==> src/rtl/pcm_rom_loader_pkg.sv <==
// Shared types for the PCM ROM loader: FSM states, DDR bus widths
// and byte-lane helpers used when packing download bytes into words.
package pcm_rom_loader_pkg;

  localparam int DDR_WORD_W = 64;
  localparam int DDR_BE_W   = 8;
  localparam int DDR_ADDR_W = 29;
  localparam int IO_ADDR_W  = 25;

  typedef enum logic [1:0] {
    FILL       = 2'd0,
    WRITE      = 2'd1,
    FLUSH_WAIT = 2'd2
  } state_e;

  function automatic logic [DDR_WORD_W-1:0] put_byte(
    input logic [DDR_WORD_W-1:0] d,
    input logic [2:0]            lane,
    input logic [7:0]            b
  );
    logic [DDR_WORD_W-1:0] r;
    r = d;
    r[{lane, 3'b000} +: 8] = b;
    return r;
  endfunction

  function automatic logic [DDR_BE_W-1:0] lane_bit(
    input logic [2:0] lane
  );
    return DDR_BE_W'(1) << lane;
  endfunction

endpackage

==> src/rtl/pcm_rom_loader.sv <==
// pcm_rom_loader: packs the PCM region of the hps_io download into
// 64-bit DDR3 words and writes them through a single-word port.
// Ports:
//   clk_sys, reset_n          clock, async active-low reset
//   ioctl_download/wr/addr/
//   dout/index                hps_io download stream
//   ioctl_wait                stall while a DDR write is outstanding
//   ddr_busy                  DDRAM_BUSY
//   ddr_we/addr/din/be/
//   burstcnt                  single-word Avalon write request
//   loaded                    PCM region fully committed
module pcm_rom_loader
  import pcm_rom_loader_pkg::*;
#(
  parameter logic [DDR_ADDR_W-1:0] BASE_ADDR = 29'h0600000,
  parameter logic [IO_ADDR_W-1:0]  ROM_START = 25'h080000,
  parameter logic [IO_ADDR_W-1:0]  ROM_SIZE  = 25'h040000
) (
  input  logic                  clk_sys,
  input  logic                  reset_n,
  input  logic                  ioctl_download,
  input  logic                  ioctl_wr,
  input  logic [IO_ADDR_W-1:0]  ioctl_addr,
  input  logic [7:0]            ioctl_dout,
  input  logic [7:0]            ioctl_index,
  output logic                  ioctl_wait,
  input  logic                  ddr_busy,
  output logic                  ddr_we,
  output logic [DDR_ADDR_W-1:0] ddr_addr,
  output logic [DDR_WORD_W-1:0] ddr_din,
  output logic [DDR_BE_W-1:0]   ddr_be,
  output logic [7:0]            ddr_burstcnt,
  output logic                  loaded
);

  localparam int WORD_W = $clog2(ROM_SIZE / 8);

  typedef logic [WORD_W-1:0] word_t;

  state_e                state_q, state_d;
  logic [DDR_WORD_W-1:0] acc_data_q, acc_data_d;
  logic [DDR_BE_W-1:0]   acc_be_q, acc_be_d;
  word_t                 cur_word_q, cur_word_d;
  logic                  pend_v_q, pend_v_d;
  logic [7:0]            pend_data_q, pend_data_d;
  logic [2:0]            pend_lane_q, pend_lane_d;
  word_t                 pend_word_q, pend_word_d;
  logic                  started_q, started_d;
  logic                  fin_q, fin_d;
  logic                  loaded_q, loaded_d;
  logic                  dl_q;
  logic [DDR_ADDR_W-1:0] addr_q, addr_d;
  logic [DDR_WORD_W-1:0] din_q, din_d;
  logic [DDR_BE_W-1:0]   be_q, be_d;

  // Offset wraps for addresses below ROM_START, so one
  // unsigned compare covers both ends of the window.
  logic [IO_ADDR_W-1:0] off;
  logic                 in_rng;
  logic [2:0]           lane;
  word_t                word;
  logic                 hit;
  logic                 rise;

  assign off    = ioctl_addr - ROM_START;
  assign in_rng = off < ROM_SIZE;
  assign lane   = off[2:0];
  assign word   = off[WORD_W+2:3];
  assign rise   = ioctl_download & ~dl_q;
  assign hit    = ioctl_wr & ioctl_download
                & (ioctl_index == 8'd0) & in_rng;

  // base_*: state after a download restart clears it.
  // eff_*:  base with any held jump byte merged in, so a
  //         byte arriving on the first FILL cycle still
  //         sees the pending byte.
  logic [DDR_WORD_W-1:0] base_data, eff_data, new_data;
  logic [DDR_BE_W-1:0]   base_be, eff_be, new_be;
  word_t                 base_word, eff_word;
  logic                  base_pv, base_started;

  always_comb begin
    base_data    = acc_data_q;
    base_be      = acc_be_q;
    base_word    = cur_word_q;
    base_pv      = pend_v_q;
    base_started = started_q;
    if (rise) begin
      base_data    = '0;
      base_be      = '0;
      base_pv      = 1'b0;
      base_started = 1'b0;
    end

    eff_data = base_data;
    eff_be   = base_be;
    eff_word = base_word;
    if (base_pv) begin
      eff_data = put_byte(base_data, pend_lane_q,
                          pend_data_q);
      eff_be   = base_be | lane_bit(pend_lane_q);
      eff_word = pend_word_q;
    end

    new_data = put_byte(eff_data, lane, ioctl_dout);
    new_be   = eff_be | lane_bit(lane);
  end

  always_comb begin
    state_d     = state_q;
    acc_data_d  = base_data;
    acc_be_d    = base_be;
    cur_word_d  = base_word;
    pend_v_d    = base_pv;
    pend_data_d = pend_data_q;
    pend_lane_d = pend_lane_q;
    pend_word_d = pend_word_q;
    started_d   = base_started;
    fin_d       = rise ? 1'b0 : fin_q;
    loaded_d    = rise ? 1'b0 : loaded_q;
    addr_d      = addr_q;
    din_d       = din_q;
    be_d        = be_q;

    unique case (state_q)
      FILL: begin
        acc_data_d = eff_data;
        acc_be_d   = eff_be;
        cur_word_d = eff_word;
        pend_v_d   = 1'b0;
        if (hit) begin
          started_d = 1'b1;
          if (eff_be != '0 && word != eff_word) begin
            // Address jump: flush the partial word and
            // park the new byte until the write retires.
            addr_d      = BASE_ADDR + DDR_ADDR_W'(eff_word);
            din_d       = eff_data;
            be_d        = eff_be;
            acc_data_d  = '0;
            acc_be_d    = '0;
            pend_v_d    = 1'b1;
            pend_data_d = ioctl_dout;
            pend_lane_d = lane;
            pend_word_d = word;
            state_d     = WRITE;
          end else if (lane == 3'd7) begin
            addr_d     = BASE_ADDR + DDR_ADDR_W'(word);
            din_d      = new_data;
            be_d       = new_be;
            acc_data_d = '0;
            acc_be_d   = '0;
            state_d    = WRITE;
          end else begin
            acc_data_d = new_data;
            acc_be_d   = new_be;
            cur_word_d = word;
          end
        end else if (!ioctl_download && base_started) begin
          if (eff_be != '0) begin
            addr_d     = BASE_ADDR + DDR_ADDR_W'(eff_word);
            din_d      = eff_data;
            be_d       = eff_be;
            acc_data_d = '0;
            acc_be_d   = '0;
            fin_d      = 1'b1;
            state_d    = WRITE;
          end else begin
            loaded_d  = 1'b1;
            started_d = 1'b0;
          end
        end
      end
      WRITE: begin
        if (!ddr_busy) begin
          state_d = FILL;
          if (fin_q) begin
            fin_d     = 1'b0;
            loaded_d  = 1'b1;
            started_d = 1'b0;
          end
        end
      end
      default: state_d = FILL;
    endcase
  end

  always_ff @(posedge clk_sys or negedge reset_n) begin
    if (!reset_n) begin
      state_q     <= FILL;
      acc_data_q  <= '0;
      acc_be_q    <= '0;
      cur_word_q  <= '0;
      pend_v_q    <= 1'b0;
      pend_data_q <= '0;
      pend_lane_q <= '0;
      pend_word_q <= '0;
      started_q   <= 1'b0;
      fin_q       <= 1'b0;
      loaded_q    <= 1'b0;
      dl_q        <= 1'b0;
      addr_q      <= '0;
      din_q       <= '0;
      be_q        <= '0;
    end else begin
      state_q     <= state_d;
      acc_data_q  <= acc_data_d;
      acc_be_q    <= acc_be_d;
      cur_word_q  <= cur_word_d;
      pend_v_q    <= pend_v_d;
      pend_data_q <= pend_data_d;
      pend_lane_q <= pend_lane_d;
      pend_word_q <= pend_word_d;
      started_q   <= started_d;
      fin_q       <= fin_d;
      loaded_q    <= loaded_d;
      dl_q        <= ioctl_download;
      addr_q      <= addr_d;
      din_q       <= din_d;
      be_q        <= be_d;
    end
  end

  assign ddr_we       = (state_q == WRITE);
  assign ioctl_wait   = (state_q == WRITE);
  assign ddr_addr     = addr_q;
  assign ddr_din      = din_q;
  assign ddr_be       = be_q;
  assign ddr_burstcnt = 8'd1;
  assign loaded       = loaded_q;

endmodule
==> config.mk <==
export PLATFORM = sky130hd
export DESIGN_NAME = pcm_rom_loader
export DESIGN_NICKNAME = d
export VERILOG_FILES = /design/src/rtl/pcm_rom_loader_pkg.sv /design/src/rtl/pcm_rom_loader.sv
export SDC_FILE = /design/constraint.sdc
export NUM_CORES = 1
export LEC_CHECK = 0
export ABC_AREA = 1
export BUFFER_PORTS_ARGS = -buffer_cell sky130_fd_sc_hd__buf_2
export CAP_MARGIN = 15
export CELL_PAD_IN_SITES_DETAIL_PLACEMENT = 0
export CELL_PAD_IN_SITES_GLOBAL_PLACEMENT = 2
export CORE_AREA = 2 2 210 212
export DETAILED_ROUTE_END_ITERATION = 10
export DIE_AREA = 0 0 212 214
export GPL_TIMING_DRIVEN = 0
export PLACE_DENSITY_LB_ADDON = 0.1
export SYNTH_ARGS = -nofsm -noshare
export SYNTH_HDL_FRONTEND = slang
export SYNTH_SLANG_ARGS = --single-unit
export TNS_END_PERCENT = 1
==> constraint.sdc <==
create_clock -name clk_sys -period 2.87 [get_ports clk_sys]
set_input_delay 0.287 -clock clk_sys [delete_from_list [all_inputs] [get_ports clk_sys]]
set_output_delay 0.287 -clock clk_sys [all_outputs]
set_load 0.005 [all_outputs]
==> impl_metrics.xml, run 1 <==
<?xml version="1.0" encoding="UTF-8"?>
<metrics>
  <group name="detailed_routing">
    <metric name="drc" unit="">0</metric>
    <metric name="via_count" unit="">14990</metric>
    <metric name="routed_wirelength" unit="mm">60.84</metric>
    <metric name="avgRoutedWirePerCell" unit="um">20.69</metric>
    <metric name="drtIter0Drc" unit="">1314</metric>
    <metric name="detailedRoute.firstPassIterationCount" unit="">5</metric>
    <metric name="via_per_inst" unit="">5.096</metric>
    <metric name="detail-route-antenna-nets" unit="">0</metric>
  </group>
  <group name="die">
    <metric name="dieWidth" unit="um">212</metric>
    <metric name="start_util" unit="">0.3187</metric>
    <metric name="die_area" unit="um2">45370</metric>
    <metric name="floorplan.die.height" unit="um">214</metric>
    <metric name="fp.coreArea" unit="um2">42890</metric>
    <metric name="placementRows" unit="">76</metric>
    <metric name="pin_count" unit="">158</metric>
  </group>
  <group name="layout">
    <metric name="synthToLayoutAreaGrowth" unit="%">24.23</metric>
    <metric name="drive_above_1_share" unit="">0.1553</metric>
    <metric name="insertedDiodeCount" unit="">0</metric>
    <metric name="instances_no_fill" unit="">2941</metric>
    <metric name="finish.utilization" unit="">0.3960</metric>
    <metric name="n_fill_cell" unit="">4715</metric>
    <metric name="final_net_count" unit="">2398</metric>
  </group>
  <group name="place">
    <metric name="io_buffer_count" unit="">137</metric>
    <metric name="place.gp.congestion" unit="">0.9065</metric>
    <metric name="numPlacedInstances" unit="">2872</metric>
    <metric name="hpwlAfterDp" unit="mm">43.83</metric>
    <metric name="placement.setup.worst_slack" unit="ps">-770.7</metric>
  </group>
  <group name="timing">
    <metric name="hold_viol" unit="">0</metric>
    <metric name="final-max-slew-violation-count" unit="">0</metric>
    <metric name="layout_min_cycle_time" unit="ps">2751</metric>
    <metric name="finalClockSkew" unit="ps">14.20</metric>
    <metric name="setup_viol" unit="">0</metric>
    <metric name="final_hold_slack" unit="ps">37.79</metric>
    <metric name="max_freq" unit="MHz">363.4</metric>
    <metric name="grt_setup_unrepaired" unit="">true</metric>
    <metric name="final_critical_path_setup_slack" unit="ps">118.5</metric>
    <metric name="worst-slew-pin-transition" unit="ps">845.6</metric>
    <metric name="finalCritPeriodShare" unit="">0.9587</metric>
    <metric name="timing.slew.headroom" unit="">0.4363</metric>
  </group>
  <group name="power_and_ir_drop">
    <metric name="vdd.ir_drop.worst" unit="V">0.0004337</metric>
    <metric name="pwr_density_cell" unit="nW/um2">438.7</metric>
    <metric name="power_leakage" unit="nW">9.455</metric>
    <metric name="fin_total_pwr" unit="mW">7.449</metric>
  </group>
  <group name="synthesis">
    <metric name="synth-seq-cells" unit="">207</metric>
    <metric name="netlist-cell-type-count" unit="">31</metric>
    <metric name="post_synth_main_area_contributors" unit="">sky130_fd_sc_hd__dfrtp_1, sky130_fd_sc_hd__nand2_1, sky130_fd_sc_hd__nand3_1</metric>
    <metric name="post-synth-top-area-cell" unit="">sky130_fd_sc_hd__dfrtp_1</metric>
    <metric name="synthesis.yosys.warnings" unit="">0</metric>
    <metric name="synthesis.area_per_instance" unit="um2">6.418</metric>
    <metric name="syn-instance-count" unit="">2130</metric>
    <metric name="synth-seq-area-share" unit="">0.3789</metric>
    <metric name="synth_top_cell_area_share" unit="">0.3789</metric>
    <metric name="synth_area" unit="um2">13670</metric>
  </group>
  <group name="global_routing">
    <metric name="number_of_antenna_violations_at_the_first_check_in_global_routing" unit="">1</metric>
    <metric name="maximum_number_of_pins_on_one_net_before_global_route_repair" unit="">83</metric>
    <metric name="groute.usage.overall" unit="">0.2641</metric>
    <metric name="first_global_vias" unit="">14240</metric>
    <metric name="grt_pass1_wl" unit="mm">90.49</metric>
    <metric name="globalRouteOverflowTotal" unit="">0</metric>
  </group>
  <group name="cts">
    <metric name="tritoncts" unit="">done</metric>
    <metric name="htree_num_levels" unit="">1</metric>
    <metric name="cts_sinks" unit="">207</metric>
    <metric name="cts-root-to-sink-buffers" unit="">3</metric>
    <metric name="cts_root_buf" unit="">sky130_fd_sc_hd__clkbuf_16</metric>
    <metric name="cts.clk_slew.worst_paths" unit="ps">60</metric>
    <metric name="clock_insertion_delay_worst_skew" unit="ps">580</metric>
    <metric name="cts_made_buffers" unit="">28</metric>
  </group>
  <group name="setup_path">
    <metric name="end_kind" unit="">flip-flop</metric>
    <metric name="regToRegSetupSlack" unit="ps">120</metric>
    <metric name="critical_path_start_end_classification" unit="">flip-flop to flip-flop</metric>
    <metric name="worst_ep_required_time" unit="ps">3380</metric>
    <metric name="arrival" unit="ps">3270</metric>
    <metric name="crit_path_start_kind" unit="">flip-flop</metric>
    <metric name="critical_path.max_fanout" unit="">10</metric>
  </group>
  <group name="min_path">
    <metric name="min_delay_path_class" unit="">input port to flip-flop</metric>
  </group>
  <group name="job">
    <metric name="drv.max_cap_violation_count" unit="">0</metric>
  </group>
  <group name="run_status">
    <metric name="status" unit="">completed</metric>
  </group>
</metrics>
## logic make-up (layout without fill, tap and decap cells)
logic type                 Yosys count  count (layout)  synth area share
buffers and inverters              307             515            0.1025
adders and majority gates           13              13           0.01190
DFF                                207             207            0.3789
other                                2              20         0.0005494
and+or+nand+nor                   1301            1301            0.3951
AOI/OAI and AO/OA                  300             300            0.1110
## power by group
group          switching, mW  internal [mW]
combinational          0.461          0.186
clock                   1.44           2.39
sequential            0.0209           2.95
## per-layer routing
layer	vias to the layer above	GRT usage	wire length, um
met5	-	0	0
met4	0	0.05681	1318
met3	89	0.04589	4414
met2	539	0.4091	27040
met1	7086	0.3832	28070
li1	7273	-	-
## through the flow
stage / TNS (ps) / area, um2
3_3_place_gp: -609480 / 15150
4_1_cts: -2.684 / 16530
6_report: 0 / 16980
3_5_place_dp: -104740 / 15220
2_1_floorplan: 0 / 13740
5_1_grt: -911.5 / 16980
## cell usage after synthesis
library cell / n
sky130_fd_sc_hd__a21oi_1: 7
sky130_fd_sc_hd__a31oi_1: 3
sky130_fd_sc_hd__buf_1: 6
sky130_fd_sc_hd__buf_2: 28
sky130_fd_sc_hd__buf_4: 33
sky130_fd_sc_hd__buf_6: 11
sky130_fd_sc_hd__clkbuf_1: 84
sky130_fd_sc_hd__clkbuf_2: 6
sky130_fd_sc_hd__clkinv_1: 2
sky130_fd_sc_hd__conb_1: 2
sky130_fd_sc_hd__dfrtp_1: 207
sky130_fd_sc_hd__ha_1: 13
sky130_fd_sc_hd__inv_1: 133
sky130_fd_sc_hd__inv_2: 4
sky130_fd_sc_hd__nand2_1: 822
sky130_fd_sc_hd__nand2_2: 5
sky130_fd_sc_hd__nand3_1: 307
sky130_fd_sc_hd__nand3_2: 2
sky130_fd_sc_hd__nand3b_1: 3
sky130_fd_sc_hd__nand4_1: 24
sky130_fd_sc_hd__nor2_1: 114
sky130_fd_sc_hd__nor2_2: 2
sky130_fd_sc_hd__nor3_1: 19
sky130_fd_sc_hd__nor4_1: 2
sky130_fd_sc_hd__o211ai_1: 1
sky130_fd_sc_hd__o21a_1: 2
sky130_fd_sc_hd__o21ai_0: 180
sky130_fd_sc_hd__o21ai_1: 105
sky130_fd_sc_hd__o221ai_1: 1
sky130_fd_sc_hd__o22ai_1: 1
sky130_fd_sc_hd__or2_2: 1
## worst max-delay path: stages (launching register included)
cell	delay [ps]
sky130_fd_sc_hd__dfrtp_1	410
sky130_fd_sc_hd__inv_1	120
sky130_fd_sc_hd__ha_4	410
sky130_fd_sc_hd__inv_1	90
sky130_fd_sc_hd__clkbuf_4	240
sky130_fd_sc_hd__nor3_1	450
sky130_fd_sc_hd__o21ai_0	280
sky130_fd_sc_hd__nand2_1	100
sky130_fd_sc_hd__o21ai_0	120
sky130_fd_sc_hd__nor2_1	120
sky130_fd_sc_hd__nand3_1	80
sky130_fd_sc_hd__o21ai_1	110
sky130_fd_sc_hd__nand2_1	70
sky130_fd_sc_hd__nand2_1	70
## cell type report
cell class / instances / area (um2) / share of cell area
flip-flops and latches: 207 / 5181 / 0.3051
clock buffers: 36 / 802.0 / 0.04723
inverters: 139 / 525.5 / 0.03095
multi-input cells: 1634 / 7463 / 0.4395
repair buffers: 165 / 1021 / 0.06012
plain buffers: 164 / 1071 / 0.06307
clock inverters: 11 / 185.2 / 0.01090
well taps: 585 / 732.0 / 0.04310
## flip-flops by register name (all words and copies together) (netlist names)
signal	flops
pend_word_q	15
ddr_addr	16
ddr_be	8
acc_be_q	8
state_q	1
base_word	15
acc_data_q	64
pend_v_q	1
pend_lane_q	3
pend_data_q	8
ddr_din	64
started_q	1
dl_q	1
loaded	1
fin_q	1
## placed cells by master, fill, tap and decap left out, types with 8 or more instances in the layout
cell	netlist	layout
sky130_fd_sc_hd__nor2_2	2	9
sky130_fd_sc_hd__clkbuf_1	84	61
sky130_fd_sc_hd__buf_2	28	153
sky130_fd_sc_hd__inv_1	133	129
sky130_fd_sc_hd__nand3_1	307	301
sky130_fd_sc_hd__dfrtp_1	207	206
sky130_fd_sc_hd__clkbuf_2	6	13
sky130_fd_sc_hd__buf_4	33	51
sky130_fd_sc_hd__conb_1	2	20
sky130_fd_sc_hd__clkbuf_16	0	30
sky130_fd_sc_hd__buf_6	11	13
sky130_fd_sc_hd__nand2_1	822	816
sky130_fd_sc_hd__nor3_4	0	8
sky130_fd_sc_hd__nand4_1	24	24
sky130_fd_sc_hd__ha_1	13	8
sky130_fd_sc_hd__nor2_1	114	102
sky130_fd_sc_hd__o21ai_0	180	159
sky130_fd_sc_hd__clkbuf_4	0	13
sky130_fd_sc_hd__o21ai_1	105	125
sky130_fd_sc_hd__nor3_1	19	8
## final timing paths
| kind | end | depth (start not counted) | start |
|---|---|---|---|
| min in group asynchronous | ddr_addr[10] | 2 | reset_n |
| max in group asynchronous | acc_data_q[20] | 3 | reset_n |
| setup / recovery | acc_data_q[12] | 13 | pend_lane_q[1] |
| setup reg to reg | acc_data_q[12] | 13 | pend_lane_q[1] |
| hold / removal | pend_word_q[12] | 3 | ioctl_addr[15] |
| hold reg to reg | ddr_addr[13] | 2 | ddr_addr[13] |
## timing repair
action / 4_1_cts / 5_1_grt
hold endpoints to repair: 65 / 0
hold buffers: 3 / 0
setup endpoints to repair: 205 / 201
pin swaps: 5 / 7
cloned: 1 / 1
resized for setup: 67 / 125
setup buffers: 10 / 11
No activity file was read; power rests on OpenSTA's default activity.
==> run 2, diff against run 1 <==
CORE_AREA = 2 2 221 223   (was 2 2 210 212)
DIE_AREA = 0 0 223 225   (was 0 0 212 214)
PLACE_DENSITY = 0.78   (was not set)
PLACE_DENSITY_LB_ADDON = not set   (was 0.1)
clock period = 2.35 ns   (was 2.87 ns; I/O delays follow)
==> run 2 against run 1 <==
  * The run now ends with setup timing left
  * Sequential share of layout area is 1.4 points lower
  * Critical path type unchanged
  * Highest routed layer is now met5
  * Global-route usage is 2.8 points lower
  * Routed wire length is 2.0% lower
  * Maximum frequency is 3.6% higher
  * Worst setup slack worse by 430 ps
==> impl_metrics.xml, run 2 (synthesis gave the netlist of run 1 again) <==
<?xml version="1.0" encoding="UTF-8"?>
<metrics>
  <group name="power_and_ir_drop">
    <metric name="clock_power_share" unit="">0.499</metric>
    <metric name="vdd.ir_drop.worst" unit="V">0.0005581</metric>
    <metric name="pwr_density_cell" unit="nW/um2">498.7</metric>
    <metric name="fin_total_pwr" unit="mW">8.886</metric>
    <metric name="power_leakage" unit="nW">9.783</metric>
    <metric name="power.switching" unit="mW">2.342</metric>
    <metric name="seqPwrFrac" unit="">0.409</metric>
    <metric name="cellInternalPower" unit="mW">6.544</metric>
    <metric name="sw_share" unit="">0.2635</metric>
    <metric name="combPwrFrac" unit="">0.092</metric>
  </group>
  <group name="min_path">
    <metric name="min_delay_path_class" unit="">input port to flip-flop</metric>
    <metric name="hold_path_startpoint" unit="">ioctl_addr[3]</metric>
    <metric name="hold-path-cell-count" unit="">3</metric>
    <metric name="worst_hold_path.endpoint" unit="">pend_word_q[0]</metric>
  </group>
  <group name="cts">
    <metric name="cts.clk_slew.worst_paths" unit="ps">60</metric>
    <metric name="tritoncts" unit="">done</metric>
    <metric name="htree_num_levels" unit="">1</metric>
    <metric name="cts_made_buffers" unit="">29</metric>
    <metric name="cts_sinks" unit="">207</metric>
    <metric name="cts-root-to-sink-buffers" unit="">3</metric>
    <metric name="cts_root_buf" unit="">sky130_fd_sc_hd__clkbuf_16</metric>
    <metric name="clock_insertion_delay_worst_skew" unit="ps">580</metric>
  </group>
  <group name="global_routing">
    <metric name="groute.usage.overall" unit="">0.2364</metric>
    <metric name="first_global_vias" unit="">14270</metric>
    <metric name="number_of_antenna_violations_at_the_first_check_in_global_routing" unit="">1</metric>
    <metric name="globalRouteOverflowTotal" unit="">0</metric>
    <metric name="grt_pass1_wl" unit="mm">90.25</metric>
    <metric name="maximum_number_of_pins_on_one_net_before_global_route_repair" unit="">82</metric>
  </group>
  <group name="detailed_routing">
    <metric name="routed_wirelength" unit="mm">59.60</metric>
    <metric name="avgRoutedWirePerCell" unit="um">19.85</metric>
    <metric name="detail-route-antenna-nets" unit="">0</metric>
    <metric name="drc" unit="">0</metric>
    <metric name="via_count" unit="">14970</metric>
    <metric name="detailedRoute.firstPassIterationCount" unit="">6</metric>
    <metric name="via_per_inst" unit="">4.986</metric>
    <metric name="drtIter0Drc" unit="">1259</metric>
  </group>
  <group name="timing">
    <metric name="finalCritPeriodShare" unit="">1.130</metric>
    <metric name="finalClockSkew" unit="ps">38.41</metric>
    <metric name="layout_min_cycle_time" unit="ps">2657</metric>
    <metric name="finalSetupTns" unit="ps">-42230</metric>
    <metric name="final_critical_path_setup_slack" unit="ps">-306.5</metric>
    <metric name="grt_setup_unrepaired" unit="">true</metric>
    <metric name="hold_viol" unit="">0</metric>
    <metric name="max_freq" unit="MHz">376.4</metric>
    <metric name="worst-slew-pin-transition" unit="ps">1126</metric>
    <metric name="timing.slew.headroom" unit="">0.2422</metric>
    <metric name="setup_viol" unit="">204</metric>
    <metric name="final-max-slew-violation-count" unit="">0</metric>
  </group>
  <group name="setup_path">
    <metric name="critical_path_start_end_classification" unit="">flip-flop to flip-flop</metric>
    <metric name="r2r.worst_path.cells" unit="">5</metric>
    <metric name="regToRegSetupSlack" unit="ps">-310</metric>
    <metric name="critical_path.max_fanout" unit="">12</metric>
    <metric name="r2r_start" unit="">state_q[0]</metric>
    <metric name="crit_path_start_kind" unit="">flip-flop</metric>
    <metric name="crit_chain" unit="">clkinv_1 -&gt; clkbuf_1 -&gt; clkbuf_1 -&gt; nand2_1 -&gt; nand2_1</metric>
    <metric name="end_kind" unit="">flip-flop</metric>
    <metric name="critical_path.top_delay_family" unit="">buffers and inverters</metric>
    <metric name="max_stage_delay" unit="ps">880</metric>
    <metric name="timing.rr.end" unit="">acc_data_q[42]</metric>
    <metric name="worst_ep_required_time" unit="ps">2790</metric>
    <metric name="cp.buffers_inverters" unit="">3</metric>
    <metric name="cp_slowest_cell" unit="">sky130_fd_sc_hd__dfrtp_1</metric>
    <metric name="arrival" unit="ps">3100</metric>
  </group>
  <group name="die">
    <metric name="dieWidth" unit="um">223</metric>
    <metric name="die_area" unit="um2">50180</metric>
    <metric name="start_util" unit="">0.2875</metric>
    <metric name="fp.coreArea" unit="um2">47550</metric>
    <metric name="placementRows" unit="">80</metric>
    <metric name="floorplan.die.height" unit="um">225</metric>
    <metric name="pin_count" unit="">158</metric>
  </group>
  <group name="layout">
    <metric name="insertedDiodeCount" unit="">0</metric>
    <metric name="n_fill_cell" unit="">5127</metric>
    <metric name="final_net_count" unit="">2426</metric>
    <metric name="drive_above_1_share" unit="">0.1822</metric>
    <metric name="instances_no_fill" unit="">3003</metric>
    <metric name="synthToLayoutAreaGrowth" unit="%">30.35</metric>
    <metric name="most-common-layout-cells" unit="">sky130_fd_sc_hd__nand2_1, sky130_fd_sc_hd__nand3_1, sky130_fd_sc_hd__dfrtp_1</metric>
    <metric name="finish.utilization" unit="">0.3748</metric>
    <metric name="final_cell_area" unit="um2">17820</metric>
    <metric name="layout.cells.most_common" unit="">sky130_fd_sc_hd__nand2_1</metric>
  </group>
  <group name="job">
    <metric name="drv.max_cap_violation_count" unit="">0</metric>
  </group>
  <group name="place">
    <metric name="place.gp.congestion" unit="">0.9287</metric>
    <metric name="numPlacedInstances" unit="">2902</metric>
    <metric name="io_buffer_count" unit="">137</metric>
    <metric name="placement.cell_area" unit="um2">15260</metric>
    <metric name="hpwlAfterDp" unit="mm">43.09</metric>
  </group>
  <group name="run_status">
    <metric name="status" unit="">finished with violations</metric>
    <metric name="failed_checks" unit="">setup timing</metric>
  </group>
</metrics>
[run 2: worst max path at each step]
stage                    from  slack (ps)        endpoint  cells after the start
2_1_floorplan  pend_lane_q[0]         -80  acc_data_q[39]                     15
3_3_place_gp          reset_n       -2910     ddr_din[21]                      1
3_5_place_dp   pend_lane_q[0]       -1280     ddr_din[45]                     16
4_1_cts                  dl_q        -280       ddr_be[1]                     20
5_1_grt        pend_lane_q[0]        -380  acc_data_q[56]                     15
6_report           state_q[0]        -310  acc_data_q[42]                      5
[run 2: cell type report]
| cell class | instances | area [um2] | area share |
|---|---|---|---|
| Clock buffer | 41 | 840.8 | 0.04719 |
| Multi-Input combinational cell | 1634 | 7699 | 0.4321 |
| Sequential cell | 207 | 5184 | 0.2909 |
| Clock inverter | 11 | 113.9 | 0.006390 |
| Timing Repair Buffer | 191 | 1314 | 0.07373 |
| Buffer | 165 | 1363 | 0.07647 |
| Tap cell | 615 | 769.5 | 0.04319 |
| Inverter | 139 | 535.5 | 0.03005 |
[run 2: power groups by stage]
stage	clock, mW	sequential, mW	combinational [mW]
after global routing	4.69	3.64	0.918
after CTS	4.54	3.63	0.804
after global placement	0	3.69	0.750
after floorplan	0	3.69	0.436
final	4.44	3.63	0.816
after detailed placement	0	3.69	0.767
[run 2: metrics by stage]
step	hold slack [ps]	setup slack (ps)
3_5_place_dp	176.1	-1285
5_1_grt	21.45	-382.6
3_3_place_gp	428.9	-2914
4_1_cts	2.083	-283.5
2_1_floorplan	-60.59	-79.68
6_report	5.230	-306.5
[run 2: worst min-delay path, cell delays in order]
cell	delay (ps)
sky130_fd_sc_hd__buf_2	130
sky130_fd_sc_hd__inv_1	100
sky130_fd_sc_hd__o21ai_1	80
[run 2: timing repair]
action / CTS / global route
hold buffers: 16 / 0
endpoints found under the setup margin: 206 / 206
setup buffers: 22 / 9
endpoints found under the hold margin: 79 / 0
gates cloned: 2 / 4
resized for setup: 215 / 146
pin swaps: 16 / 30
[run 2: per-layer routing]
| metal | track usage | up-vias | share of wire |
|---|---|---|---|
| met5 | 0 | - | 0.00050 |
| met4 | 0.07318 | 2 | 0.025 |
| met3 | 0.03559 | 70 | 0.067 |
| met2 | 0.3655 | 500 | 0.44 |
| met1 | 0.3392 | 7053 | 0.47 |
| li1 | - | 7347 | - |
==> run 3, diff against run 2 <==
ABC_AREA = not set   (was 1)
CORE_AREA = 2 2 194 196   (was 2 2 221 223)
DIE_AREA = 0 0 196 198   (was 0 0 223 225)
RECOVER_POWER = 100   (was not set)
==> run 3 against run 2 <==
  * The run ends with hold timing, capacitance limit, slew limit, setup timing left
  * Sequential power shrank 2%
  * Clock skew fell by 17 ps
  * Sequential share of layout area increased by 4.8 points
  * Total power decreased by 9.0%
  * Via count fell by 27%
  * Combinational power decreased by 43%
==> impl_metrics.xml, run 3 <==
<?xml version="1.0" encoding="UTF-8"?>
<metrics>
  <group name="layout">
    <metric name="drive_above_1_share" unit="">0.2308</metric>
    <metric name="layout.cells.most_common" unit="">sky130_fd_sc_hd__nand2_1</metric>
    <metric name="most-common-layout-cells" unit="">sky130_fd_sc_hd__nand2_1, sky130_fd_sc_hd__dfrtp_1, sky130_fd_sc_hd__o21ai_0</metric>
    <metric name="synthToLayoutAreaGrowth" unit="%">31.23</metric>
    <metric name="n_fill_cell" unit="">3797</metric>
    <metric name="finish.utilization" unit="">0.4143</metric>
    <metric name="final_net_count" unit="">1606</metric>
    <metric name="instances_no_fill" unit="">2039</metric>
  </group>
  <group name="timing">
    <metric name="finalClockSkew" unit="ps">21.42</metric>
    <metric name="grt_setup_unrepaired" unit="">true</metric>
    <metric name="worst-slew-pin-transition" unit="ps">1636</metric>
    <metric name="layout_min_cycle_time" unit="ps">3027</metric>
    <metric name="timing.slew.headroom" unit="">-0.09042</metric>
    <metric name="hold_viol" unit="">1</metric>
    <metric name="final_critical_path_setup_slack" unit="ps">-677.1</metric>
    <metric name="setup_viol" unit="">204</metric>
    <metric name="final-max-slew-violation-count" unit="">112</metric>
    <metric name="max_freq" unit="MHz">330.3</metric>
    <metric name="final_hold_slack" unit="ps">-17.96</metric>
    <metric name="finalCritPeriodShare" unit="">1.288</metric>
  </group>
  <group name="power_and_ir_drop">
    <metric name="pwr_density_cell" unit="nW/um2">528.4</metric>
    <metric name="power_leakage" unit="nW">6.335</metric>
    <metric name="vdd.ir_drop.worst" unit="V">0.0005096</metric>
  </group>
  <group name="synthesis">
    <metric name="synth-edff-count" unit="">0</metric>
    <metric name="synth_flop_cell" unit="">sky130_fd_sc_hd__dfrtp_1</metric>
    <metric name="synthesis.yosys.warnings" unit="">0</metric>
    <metric name="synth-async-reset-ratio" unit="">1.000</metric>
    <metric name="synthesis.area_per_instance" unit="um2">8.912</metric>
    <metric name="synthMostInstantiatedCell" unit="">sky130_fd_sc_hd__nand2_1</metric>
    <metric name="synth-seq-area-share" unit="">0.4440</metric>
    <metric name="syn-instance-count" unit="">1309</metric>
    <metric name="post-synth-top-area-cell" unit="">sky130_fd_sc_hd__dfrtp_1</metric>
    <metric name="synth_top_cell_area_share" unit="">0.4440</metric>
    <metric name="synth_common_cells" unit="">sky130_fd_sc_hd__nand2_1, sky130_fd_sc_hd__dfrtp_1, sky130_fd_sc_hd__o21ai_0</metric>
    <metric name="post_synth_main_area_contributors" unit="">sky130_fd_sc_hd__dfrtp_1, sky130_fd_sc_hd__nand2_1, sky130_fd_sc_hd__mux2i_1</metric>
    <metric name="netlist-cell-type-count" unit="">66</metric>
    <metric name="synth-seq-cells" unit="">207</metric>
    <metric name="synth_area" unit="um2">11670</metric>
  </group>
  <group name="place">
    <metric name="placement.setup.worst_slack" unit="ps">-1733</metric>
    <metric name="numPlacedInstances" unit="">1942</metric>
    <metric name="hpwlAfterDp" unit="mm">31.47</metric>
    <metric name="io_buffer_count" unit="">137</metric>
    <metric name="place.gp.congestion" unit="">0.8824</metric>
  </group>
  <group name="setup_path">
    <metric name="crit_path_start_kind" unit="">flip-flop</metric>
    <metric name="critical_path_start_end_classification" unit="">flip-flop to flip-flop</metric>
    <metric name="crit_chain" unit="">xnor2_2 -&gt; nand2_1 -&gt; or4_4 -&gt; a221oi_4 -&gt; a31oi_4 -&gt; buf_12 -&gt; buf_6 -&gt; nor4_4 -&gt; buf_4 -&gt; buf_12 -&gt; mux2i_4 -&gt; o21ai_2</metric>
    <metric name="cp_slowest_cell" unit="">sky130_fd_sc_hd__or4_4</metric>
    <metric name="end_kind" unit="">flip-flop</metric>
    <metric name="critical_path.max_fanout" unit="">8</metric>
    <metric name="max_stage_delay" unit="ps">550</metric>
    <metric name="critical-path-top-cell-by-count" unit="">sky130_fd_sc_hd__buf_12</metric>
    <metric name="worst_ep_required_time" unit="ps">2800</metric>
    <metric name="arrival" unit="ps">3480</metric>
  </group>
  <group name="cts">
    <metric name="cts_root_buf" unit="">sky130_fd_sc_hd__clkbuf_16</metric>
    <metric name="cts-root-to-sink-buffers" unit="">3</metric>
    <metric name="tritoncts" unit="">done</metric>
    <metric name="cts_sinks" unit="">207</metric>
    <metric name="clock_insertion_delay_worst_skew" unit="ps">560</metric>
    <metric name="htree_num_levels" unit="">1</metric>
    <metric name="cts_made_buffers" unit="">27</metric>
    <metric name="cts.clk_slew.worst_paths" unit="ps">60</metric>
  </group>
  <group name="detailed_routing">
    <metric name="drtIter0Drc" unit="">875</metric>
    <metric name="routed_wirelength" unit="mm">44.58</metric>
    <metric name="via_per_inst" unit="">5.382</metric>
    <metric name="detailedRoute.firstPassIterationCount" unit="">6</metric>
    <metric name="detail-route-antenna-nets" unit="">0</metric>
    <metric name="via_count" unit="">10970</metric>
    <metric name="drc" unit="">0</metric>
    <metric name="avgRoutedWirePerCell" unit="um">21.86</metric>
  </group>
  <group name="die">
    <metric name="fp.coreArea" unit="um2">36960</metric>
    <metric name="pin_count" unit="">158</metric>
    <metric name="start_util" unit="">0.3157</metric>
    <metric name="floorplan.die.height" unit="um">198</metric>
    <metric name="dieWidth" unit="um">196</metric>
    <metric name="die_area" unit="um2">38810</metric>
    <metric name="placementRows" unit="">71</metric>
  </group>
  <group name="global_routing">
    <metric name="globalRouteOverflowTotal" unit="">0</metric>
    <metric name="maximum_number_of_pins_on_one_net_before_global_route_repair" unit="">113</metric>
    <metric name="groute.usage.overall" unit="">0.2274</metric>
    <metric name="first_global_vias" unit="">10790</metric>
    <metric name="grt_pass1_wl" unit="mm">67.25</metric>
    <metric name="number_of_antenna_violations_at_the_first_check_in_global_routing" unit="">2</metric>
  </group>
  <group name="min_path">
    <metric name="min_delay_path_class" unit="">input port to asynchronous set/reset pin</metric>
  </group>
  <group name="run_status">
    <metric name="failed_checks" unit="">hold timing, capacitance limit, slew limit, setup timing</metric>
    <metric name="status" unit="">finished with violations</metric>
  </group>
  <group name="job">
    <metric name="drv.max_cap_violation_count" unit="">1</metric>
  </group>
</metrics>
## run 3: cells by family (layout without fill, tap and decap cells)
kind of cell	Yosys count	in the layout	synth area share
compound gates	377	377	0.2039
xor+xnor	12	12	0.009009
fa+ha+maj	13	13	0.01394
buf+inv	150	387	0.05716
flops	207	207	0.4440
mux	113	113	0.09996
other cells	2	21	0.0006437
simple gates	435	435	0.1714
## run 3: routing by layer
metal	vias to the layer above	GRT usage	wire, um
met5	-	0	13
met4	2	0.08193	1812
met3	93	0.03083	2667
met2	388	0.3743	20660
met1	5392	0.3063	19420
li1	5098	-	-
## run 3: report_power, final
part	switching, mW	internal (mW)	total [mW]	leakage (nW)
Sequential	0.00121	3.57	3.57	2.83
Clock	1.70	2.36	4.06	0.413
Combinational	0.319	0.145	0.463	3.09
Total	2.02	6.07	8.09	6.33
## run 3: critical path, delay by kind of cell, from the launching register on
family / cells / cell delay, ps
xor gates and xnor gates: 1 / 140
muxes: 1 / 260
DFF: 1 / 410
AOI/OAI and AO/OA: 3 / 640
buffers and inverters: 4 / 610
and+or+nand+nor: 3 / 850
## run 3: path summary, 6_finish.rpt
kind                                start         endpoint  slack, ps  cells after the start
min reg2reg                   ddr_din[47]      ddr_din[47]        470                      2
min                               reset_n      ddr_din[10]        -20                      2
min in group clk_sys       ioctl_addr[16]  pend_word_q[13]         20                      2
max                          base_word[6]      ddr_din[27]       -680                     12
max in group asynchronous         reset_n     ddr_addr[12]        270                      4
max reg2reg                  base_word[6]      ddr_din[27]       -680                     12
## run 3: timing repair
| action | CTS | global route |
|---|---|---|
| hold buffers | 20 | 0 |
| setup buffers | 21 | 7 |
| gates cloned | 1 | 1 |
| endpoints found under the setup margin | 205 | 206 |
| gates resized for setup | 200 | 117 |
| endpoints found under the hold margin | 135 | 0 |
| pin swaps | 35 | 31 |
## run 3: layout make-up
cell class	count	area, um2	area share
Multi-Input combinational cell	970	6431	0.4201
Timing Repair Buffer	191	1210	0.07903
Antenna cell	1	2.502	0.0001635
Clock buffer	37	763.2	0.04985
Inverter	33	126.4	0.008254
Sequential cell	207	5181	0.3384
Clock inverter	9	78.83	0.005149
Buffer	117	923.4	0.06031
Tap cell	474	593.1	0.03874
## run 3: through the flow
step	cell area, um2	total power, mW	TNS [ps]
6_report	15310	8.090	-103700
5_1_grt	15310	8.324	-129490
4_1_cts	15080	8.162	-102070
3_5_place_dp	13140	4.064	-286290
3_3_place_gp	13060	4.052	-879670
2_1_floorplan	11780	3.822	-57860
